===== src/rtl/score_display_pkg.sv =====
// Shared types and constants for the two-digit score display.
// Latency: n/a (declarations only).
// Backpressure: n/a (declarations only).
package score_display_pkg;

    typedef enum logic [1:0] {
        ST_IDLE    = 2'd0,
        ST_CONVERT = 2'd1,
        ST_BLINK   = 2'd2
    } state_t;

    // Active-low seven-segment codes, bit0 = segment a ... bit6 = segment g.
    localparam logic [6:0] SEG_0     = 7'b1000000;
    localparam logic [6:0] SEG_1     = 7'b1111001;
    localparam logic [6:0] SEG_2     = 7'b0100100;
    localparam logic [6:0] SEG_3     = 7'b0110000;
    localparam logic [6:0] SEG_4     = 7'b0011001;
    localparam logic [6:0] SEG_5     = 7'b0010010;
    localparam logic [6:0] SEG_6     = 7'b0000010;
    localparam logic [6:0] SEG_7     = 7'b1111000;
    localparam logic [6:0] SEG_8     = 7'b0000000;
    localparam logic [6:0] SEG_9     = 7'b0010000;
    localparam logic [6:0] SEG_BLANK = 7'b1111111;

    // Largest score that fits in two decimal digits.
    localparam logic [6:0] SCORE_MAX = 7'd99;

    // Index of the last shift step of the 7-bit conversion.
    localparam logic [2:0] CONV_LAST = 3'd6;

    function automatic logic [6:0] clamp_score(input logic [6:0] value);
        return (value > SCORE_MAX) ? SCORE_MAX : value;
    endfunction

endpackage


===== src/rtl/seg7_decode.sv =====
// BCD digit to active-low seven-segment pattern; non-decimal codes go dark.
// Latency: combinational.
// Backpressure: none.
module seg7_decode
    import score_display_pkg::*;
(
    input  logic [3:0] digit,
    output logic [6:0] seg
);

    // Straight lookup of the segment pattern for one digit.
    always_comb begin
        seg = SEG_BLANK;
        case (digit)
            4'd0:    seg = SEG_0;
            4'd1:    seg = SEG_1;
            4'd2:    seg = SEG_2;
            4'd3:    seg = SEG_3;
            4'd4:    seg = SEG_4;
            4'd5:    seg = SEG_5;
            4'd6:    seg = SEG_6;
            4'd7:    seg = SEG_7;
            4'd8:    seg = SEG_8;
            4'd9:    seg = SEG_9;
            default: seg = SEG_BLANK;
        endcase
    end

endmodule


===== src/rtl/score_display.sv =====
// Two-digit score display: clamps to 99, converts to BCD serially, then blinks the new value.
// Latency: new digits appear 7 cycles after acceptance; blink runs BLINK_TOGGLES*BLINK_PERIOD cycles.
// Backpressure: in_ready low only while converting; a new score may interrupt the blink.
module score_display
    import score_display_pkg::*;
#(
    parameter int BLINK_PERIOD  = 4,
    parameter int BLINK_TOGGLES = 6
) (
    input  logic       clk,
    input  logic       reset,
    input  logic       in_valid,
    input  logic [6:0] in_value,
    output logic       in_ready,
    output logic       busy,
    output logic [6:0] hex0,
    output logic [6:0] hex1
);

    localparam int PW = (BLINK_PERIOD  > 1) ? $clog2(BLINK_PERIOD)  : 1;
    localparam int TW = (BLINK_TOGGLES > 1) ? $clog2(BLINK_TOGGLES) : 1;
    localparam logic [PW-1:0] PHASE_LAST  = PW'(BLINK_PERIOD - 1);
    localparam logic [TW-1:0] TOGGLE_LAST = TW'(BLINK_TOGGLES - 1);

    state_t          state_q,  state_d;
    logic [6:0]      bin_q,    bin_d;     // binary bits still to be shifted in, MSB first
    logic [6:0]      bcd_q,    bcd_d;     // partial BCD: [6:4] tens, [3:0] ones
    logic [2:0]      cnt_q,    cnt_d;
    logic [3:0]      ones_q,   ones_d;
    logic [3:0]      tens_q,   tens_d;
    logic [PW-1:0]   phase_q,  phase_d;   // cycle within the current blink phase
    logic [TW-1:0]   toggle_q, toggle_d;  // blink phase index; odd phases are blanked

    logic            accept;
    logic [3:0]      ones_adj;
    logic [3:0]      tens_new;
    logic [3:0]      ones_new;
    logic            blank;
    logic [6:0]      seg_ones;
    logic [6:0]      seg_tens;

    assign in_ready = (state_q != ST_CONVERT);
    assign busy     = (state_q != ST_IDLE);
    assign accept   = in_valid && in_ready;

    // Next-state, shift-add-3 step and blink timing.
    // With the input clamped to 99 the tens digit is at most 4 before every shift,
    // so it never needs the +3 correction and three bits hold it between steps;
    // the full 4-bit tens value only exists on the final step, where it is loaded.
    always_comb begin
        state_d  = state_q;
        bin_d    = bin_q;
        bcd_d    = bcd_q;
        cnt_d    = cnt_q;
        ones_d   = ones_q;
        tens_d   = tens_q;
        phase_d  = phase_q;
        toggle_d = toggle_q;

        ones_adj = (bcd_q[3:0] >= 4'd5) ? (bcd_q[3:0] + 4'd3) : bcd_q[3:0];
        tens_new = {bcd_q[6:4], ones_adj[3]};
        ones_new = {ones_adj[2:0], bin_q[6]};

        case (state_q)
            ST_CONVERT: begin
                bin_d = {bin_q[5:0], 1'b0};
                bcd_d = {tens_new[2:0], ones_new};
                cnt_d = cnt_q + 3'd1;
                if (cnt_q == CONV_LAST) begin
                    ones_d   = ones_new;
                    tens_d   = tens_new;
                    phase_d  = '0;
                    toggle_d = '0;
                    state_d  = (BLINK_TOGGLES == 0) ? ST_IDLE : ST_BLINK;
                end
            end
            ST_BLINK: begin
                if (phase_q == PHASE_LAST) begin
                    phase_d = '0;
                    if (toggle_q == TOGGLE_LAST) begin
                        toggle_d = '0;
                        state_d  = ST_IDLE;
                    end else begin
                        toggle_d = toggle_q + TW'(1);
                    end
                end else begin
                    phase_d = phase_q + PW'(1);
                end
            end
            default: ;
        endcase

        // A new score wins over anything else, including an unfinished blink.
        if (accept) begin
            state_d = ST_CONVERT;
            bin_d   = clamp_score(in_value);
            bcd_d   = '0;
            cnt_d   = '0;
        end
    end

    // State registers with synchronous reset.
    always_ff @(posedge clk) begin
        if (reset) begin
            state_q  <= ST_IDLE;
            bin_q    <= '0;
            bcd_q    <= '0;
            cnt_q    <= '0;
            ones_q   <= '0;
            tens_q   <= '0;
            phase_q  <= '0;
            toggle_q <= '0;
        end else begin
            state_q  <= state_d;
            bin_q    <= bin_d;
            bcd_q    <= bcd_d;
            cnt_q    <= cnt_d;
            ones_q   <= ones_d;
            tens_q   <= tens_d;
            phase_q  <= phase_d;
            toggle_q <= toggle_d;
        end
    end

    seg7_decode u_seg_ones (
        .digit (ones_q),
        .seg   (seg_ones)
    );

    seg7_decode u_seg_tens (
        .digit (tens_q),
        .seg   (seg_tens)
    );

    // Outputs come only from registers: blanking, then leading-zero suppression.
    always_comb begin
        blank = (state_q == ST_BLINK) && toggle_q[0];
        hex0  = blank ? SEG_BLANK : seg_ones;
        hex1  = (blank || (tens_q == 4'd0)) ? SEG_BLANK : seg_tens;
    end

endmodule

===== config.mk =====
export PLATFORM = sky130hd
export DESIGN_NAME = score_display
export DESIGN_NICKNAME = d
export VERILOG_FILES = /design/src/rtl/score_display_pkg.sv /design/src/rtl/seg7_decode.sv /design/src/rtl/score_display.sv
export SDC_FILE = /design/constraint.sdc
export NUM_CORES = 1
export LEC_CHECK = 0
export BUFFER_PORTS_ARGS = -buffer_cell sky130_fd_sc_hd__clkbuf_2
export CORE_MARGIN = 2
export CORE_UTILIZATION = 63
export CTS_CLUSTER_SIZE = 25
export DETAILED_ROUTE_END_ITERATION = 10
export PLACE_DENSITY = 0.9
export SKIP_LAST_GASP = 1
export SYNTH_ARGS = -nofsm -noshare
export SYNTH_HDL_FRONTEND = slang
export SYNTH_SLANG_ARGS = --single-unit

===== constraint.sdc =====
create_clock -name clk -period 5.55 [get_ports clk]
set_clock_uncertainty 0.15 [all_clocks]
set_input_delay 0.555 -clock clk [delete_from_list [all_inputs] [get_ports clk]]
set_output_delay 0.555 -clock clk [all_outputs]
set_load 0.01 [all_outputs]

==> results of run 1 <==
[layout make-up]
class | count | area (um^2) | share of cell area
clock buffer | 5 | 68.8 | 0.0258
sequential | 46 | 921 | 0.345
multi-input combinational | 206 | 1370 | 0.515
inverter | 16 | 66.3 | 0.0249
timing repair buffer | 26 | 133 | 0.0497
tap | 48 | 60.1 | 0.0225
clock inverter | 3 | 43.8 | 0.0164
[cells in the final DEF (no fill, tap or decap), drive strengths merged, types with 10 or more instances in the layout]
master,synthesis,final
nor2,26,26
inv,14,15
nand2,27,27
a21oi,28,28
nor3,10,10
o21ai,10,10
clkbuf,2,30
nand2b,16,16
dfxtp,46,46
ha,15,15
[critical path, cell delays in order, from the launching register on]
cell and delay (ns):
dfxtp_1 0.45, inv_1 0.07, ha_1 0.27, and2b_1 0.22, or3_4 0.40, a311oi_4 0.34
inv_1 0.14, ha_1 0.31, a2bb2oi_1 0.15
[cells in the mapped netlist, types with 4 or more instances]
library cell  instances
nor2b_1               4
mux2i_1               7
nand2b_1             16
nand2_1              27
a211oi_1              4
dfxtp_1              46
nor3_1                9
inv_1                11
nor2_1               26
buf_2                 5
a21oi_1              27
o21ai_0              10
a31oi_1               4
nand3_1               8
a311oi_1              5
ha_1                 15
[flip-flops by register name, summed over array words and instances (netlist names)]
| name | cells |
|---|---|
| ones_q | 4 |
| bin_q | 7 |
| bcd_q | 7 |
| tens_q | 4 |
| u_seg_tens.seg | 7 |
| u_seg_ones.seg | 7 |
| toggle_q | 3 |
| phase_q | 2 |
| state_q | 2 |
| cnt_q | 3 |
[routing by layer]
metal | routed length, um | vias up | global-route usage | part of all wire
met5 | 0 | - | 0 | 0
met4 | 85 | 0 | 0.102 | 0.018
met3 | 226 | 8 | 0.0460 | 0.049
met2 | 2250 | 52 | 0.419 | 0.49
met1 | 2070 | 941 | 0.291 | 0.45
li1 | - | 1024 | - | -
[kinds of logic (layout without fill, tap and decap cells)]
group / count (synthesis) / after routing / synth area share
AND/OR/NAND/NOR: 108 / 108 / 0.234
AO/OA/AOI/OAI: 74 / 74 / 0.216
flip-flops: 46 / 46 / 0.378
buffers and inverters: 29 / 50 / 0.0590
adder cells (fa/ha/maj): 15 / 15 / 0.0770
multiplexers: 7 / 7 / 0.0287
XOR/XNOR: 2 / 2 / 0.00718
[power breakdown]
part | internal [mW] | total, mW | switching, mW
clock | 0.135 | 0.248 | 0.114
combinational | 0.0139 | 0.0362 | 0.0223
sequential | 0.336 | 0.341 | 0.00512
[metrics by stage]
step	cell area (um^2)	hold WS, ns	setup slack [ns]
floorplan	2440	0.279	3.16
global placement	2550	0.291	3.06
detailed placement	2550	0.301	2.95
CTS	2670	0.312	2.94
global route	2670	0.353	2.73
finish	2670	0.308	2.94
[worst paths after layout]
check | end | cells after the start
min reg2reg | bin_q[1] | 2
max | u_seg_tens.seg[3] | 8
min | bin_q[1] | 2
max reg2reg | u_seg_tens.seg[3] | 8
==> impl_metrics.tcl, run 1 <==
set metrics [dict create \
    outcome "finished, final reports clean" \
    netlist_instances 281 \
    drive_above_1_share 0.179 \
    vias_per_cell 5.79 \
    rsz0062_at_grt "no" \
    syn-num-nets 306 \
    fin_crit_ns 2.61 \
    post_cts_resized 0 \
    drc_errors 0 \
    clkSlewWorstSetupHoldPaths_ns 0.09 \
    grt_max_degree 30 \
    antenna_found_initial 0 \
    ant_nets 0 \
    grt_pass1_vias 1858 \
    ys_async_sr_fraction 0 \
    tns_ns 0 \
    hold_viol_final 0 \
    initial_core_util 0.661 \
    ys_seq_area_frac 0.378 \
    clock-sinks 46 \
    synth_warnings 0 \
    postSynthAreaPerCell_um2 8.68 \
    io_pins 26 \
    coreArea_mm2 0.00369 \
    cts_tree "yes" \
    cts_buffers 5 \
    antenna_cells 0 \
    leakage_nw 1.10 \
    wl_mm 4.63 \
    tightest_slew_ns 0.636 \
    finish.utilization 0.723 \
    r2r_start "bcd_q[0]" \
    slew_headroom 0.576 \
    power_density_mw_per_mm2 235 \
    crit_path_start "bcd_q[0]" \
    synth_ff_type "dfxtp_1" \
    r2r_slack_ns 2.94 \
    slew_violations 0 \
    grt_overflow 0 \
    crit_arrival_ns 2.65 \
    routabilityCongestion 0.856 \
    dp.cells 342 \
    critPathMaxFanout 7 \
    hold_path.class "flop to flop" \
    startpoint_type "flop" \
    rows 22 \
    cts_setup_buffers 0 \
    period_share 0.470 \
    dp_hpwl_mm 3.39 \
    grt_first_pass_wirelength_mm 8.14 \
    drt_first_pass_iters 4 \
    fp.dieW_um 66.2 \
    required_ns 5.60 \
    wire_per_inst_um 13.2 \
    fillers 297 \
    maxCapViolCount 0 \
    hold_start "bin_q[0]" \
    track_usage 0.242 \
    synth_area_leader_cell "dfxtp_1" \
    syn_area_mm2 0.00244 \
    drtIter0Drc 150 \
    die_h_um 66.2 \
    setup_viol 0 \
    timing.fmax_mhz 384 \
    final_net_count 326 \
    port_buffers 25 \
    synth_top_area_frac 0.378 \
    insertion_delay_ns 0.30 \
    synth-edff-count 0 \
    worst_setup_path_end_kind "flop" \
    vdd_drop_max_uv 223 \
    synth.area.top_cells "dfxtp_1, ha_1, a21oi_1, nand2_1, nand2b_1" \
    htree_levels 2 \
    layout-area-overhead-vs-synth_pct 9.34 \
    ctsHoldBuffers 0 \
    yosysUniqueCellTypes 56 \
    fp.dieArea_mm2 0.00438 \
    stdcell_count 350 \
    via_count 2025 \
    ys_ff_latch 46 \
    power_mw 0.626 \
    root_buffer "clkbuf_8" \
    worstSetupPathType "flop to flop" \
    cts_max_path_buffers 2 \
]
Note: power is estimated with default switching activity, not from simulation.
==> inputs of run 2 (changes only) <==
--- a/config.mk
+++ b/config.mk
@@ -5,12 +5,13 @@
 export SDC_FILE = /design/constraint.sdc
 export NUM_CORES = 1
 export LEC_CHECK = 0
+export ABC_AREA = 1
 export BUFFER_PORTS_ARGS = -buffer_cell sky130_fd_sc_hd__clkbuf_2
 export CORE_MARGIN = 2
-export CORE_UTILIZATION = 63
+export CORE_UTILIZATION = 52
 export CTS_CLUSTER_SIZE = 25
 export DETAILED_ROUTE_END_ITERATION = 10
-export PLACE_DENSITY = 0.9
+export PLACE_DENSITY = 0.8
 export SKIP_LAST_GASP = 1
 export SYNTH_ARGS = -nofsm -noshare
 export SYNTH_HDL_FRONTEND = slang
==> constraint.sdc (replaced) <==
create_clock -name clk -period 2.15 [get_ports clk]
set_clock_uncertainty 0.15 [all_clocks]
set_input_delay 0.215 -clock clk [delete_from_list [all_inputs] [get_ports clk]]
set_output_delay 0.215 -clock clk [all_outputs]
set_load 0.01 [all_outputs]
==> impl_metrics.tcl, run 2 <==
set metrics [dict create \
    startpoint_type "flop" \
    crit_arrival_ns 2.09 \
    outcome "finished, final reports clean" \
    cpMostUsedCell "nand2_2" \
    root_buffer "clkbuf_8" \
    netlist_instances 316 \
    grt_pass1_vias 1884 \
    ys_seq_area_frac 0.395 \
    placed_area_mm2 0.00258 \
    yosysMostFrequentCell "nand2_1" \
    layout-area-overhead-vs-synth_pct 17.4 \
    whs_ns 0.0426 \
    ys_async_sr_fraction 0 \
    synthTopCellsByCount "nand2_1, inv_1, dfxtp_1" \
    port_buffers 25 \
    initial_core_util 0.539 \
    grt_max_degree 15 \
    syn_area_mm2 0.00233 \
    slew_headroom 0.737 \
    clkSlewWorstSetupHoldPaths_ns 0.08 \
    synth_ff_type "dfxtp_1" \
    wire_per_inst_um 11.5 \
    crit_chain "inv_4, ha_2, inv_1, nand2_2, nand3_2, nand2_2, nand3_1, nand2_2, inv_1, ha_1, nand3b_1, nand3_1, nand2_1" \
    ctsHoldBuffers 0 \
    ys_ff_latch 46 \
    clock-sinks 46 \
    yosysUniqueCellTypes 34 \
    setup_viol 0 \
    synth.area.top_cells "dfxtp_1, nand2_1, ha_1, inv_1, nand3_1" \
    final_area_mm2 0.00274 \
    leakage_nw 1.39 \
    wl_mm 4.71 \
    rows 24 \
    vdd_drop_max_uv 403 \
    layout_commonest_cell "nand2_1" \
    fin_crit_ns 2.05 \
    via_count 2076 \
    cp.buffers_inverters 3 \
    final_net_count 382 \
    cts_max_path_buffers 2 \
    required_ns 2.20 \
    drive_above_1_share 0.240 \
    ant_nets 0 \
    cp_slowest_stage_delay_ns 0.37 \
    cts_tree "yes" \
    synth-edff-count 0 \
    coreArea_mm2 0.00432 \
    hold_path.class "primary input to flop" \
    antenna_cells 0 \
    crit_family "simple AND/OR/NAND/NOR gates" \
    critPathMaxFanout 5 \
    syn-num-nets 341 \
    dp_hpwl_mm 3.40 \
    synth_top_area_frac 0.395 \
    cts_buffers 5 \
    insertion_delay_ns 0.29 \
    grt_first_pass_wirelength_mm 8.09 \
    antenna_found_initial 0 \
    hold_viol_final 0 \
    period_share 0.952 \
    worst_setup_path_end_kind "flop" \
    synth_area_leader_cell "dfxtp_1" \
    io_pins 26 \
    drc_errors 0 \
    tightest_slew_ns 0.393 \
    track_usage 0.200 \
    die_h_um 71.0 \
    drt_first_pass_iters 6 \
    tns_ns 0 \
    layout_common_cells "nand2_1, inv_1, dfxtp_1" \
    slew_violations 0 \
    routabilityCongestion 0.854 \
    synth_warnings 0 \
    power_density_mw_per_mm2 557 \
    timing.fmax_mhz 489 \
    vias_per_cell 5.06 \
    htree_levels 2 \
    fp.dieW_um 71.0 \
    drtIter0Drc 78 \
    postSynthAreaPerCell_um2 7.38 \
    maxCapViolCount 0 \
    cp_slowest_cell "dfxtp_4" \
    fp.dieArea_mm2 0.00503 \
    worstSetupPathType "flop to flop" \
    grt_overflow 0 \
]
run 2: final timing paths:
| path | startpoint | to | slack [ns] | cells after the start |
|---|---|---|---|---|
| max reg2reg | bcd_q[0] | u_seg_ones.seg[3] | 0.10 | 13 |
| max | bcd_q[0] | u_seg_ones.seg[3] | 0.10 | 13 |
| min | in_value[4] | bin_q[4] | 0.04 | 3 |
| min reg2reg | bin_q[0] | bin_q[0] | 0.32 | 2 |
run 2: logic make-up (layout without fill, tap and decap cells):
group / count (synthesis) / after routing / share of synthesized area
AOI/OAI and AO/OA: 42 / 42 / 0.106
xor gates and xnor gates: 1 / 1 / 0.00376
adders and majority gates: 15 / 15 / 0.0805
buffers and inverters: 58 / 99 / 0.100
DFF: 46 / 46 / 0.395
and+or+nand+nor: 154 / 155 / 0.315
run 2: power breakdown:
group	switching, mW	leakage (nW)	internal, mW
logic	0.0711	0.971	0.0392
clock network	0.277	0.0482	0.260
registers	0.0121	0.374	0.866
total	0.360	1.39	1.16
run 2: routing by layer:
layer  part of all wire  vias to the layer above  track usage
li1                   -                     1090            -
met3              0.021                        7       0.0427
met1               0.46                      955        0.250
met2               0.50                       24        0.336
met4              0.020                        0       0.0797
met5                  0                        -            0
run 2: cell type report:
type                            count  area (um^2)
Clock buffer                        7         86.3
Clock inverter                      1         5.00
Fill cell                         399         1590
Inverter                           53          201
Multi-Input combinational cell    213         1230
Sequential cell                    46          926
Tap cell                           52         65.1
Timing Repair Buffer               38          223
run 2: through the flow:
stage,setup WS (ns),utilization,cells,power (mW)
final,0.104,0.633,410,1.52
after global routing,-0.0211,0.633,410,1.60
after CTS,0.0224,0.617,408,1.54
after detailed placement,0.0325,0.596,400,1.00
after global placement,0.111,0.596,400,0.999
after floorplan,0.0775,-,316,0.968
run 2: worst reg2reg max path: stages, from the launching register on:
cell and delay [ns]:
dfxtp_4 0.37, inv_4 0.06, ha_2 0.16, inv_1 0.05, nand2_2 0.10, nand3_2 0.10
nand2_2 0.10, nand3_1 0.10, nand2_2 0.11, inv_1 0.07, ha_1 0.28, nand3b_1 0.17
nand3_1 0.08, nand2_1 0.05
run 2: repair_timing:
item | CTS | global route
gates resized for setup | 0 | 17
setup endpoints to repair | 0 | 13
setup buffers | 0 | 1
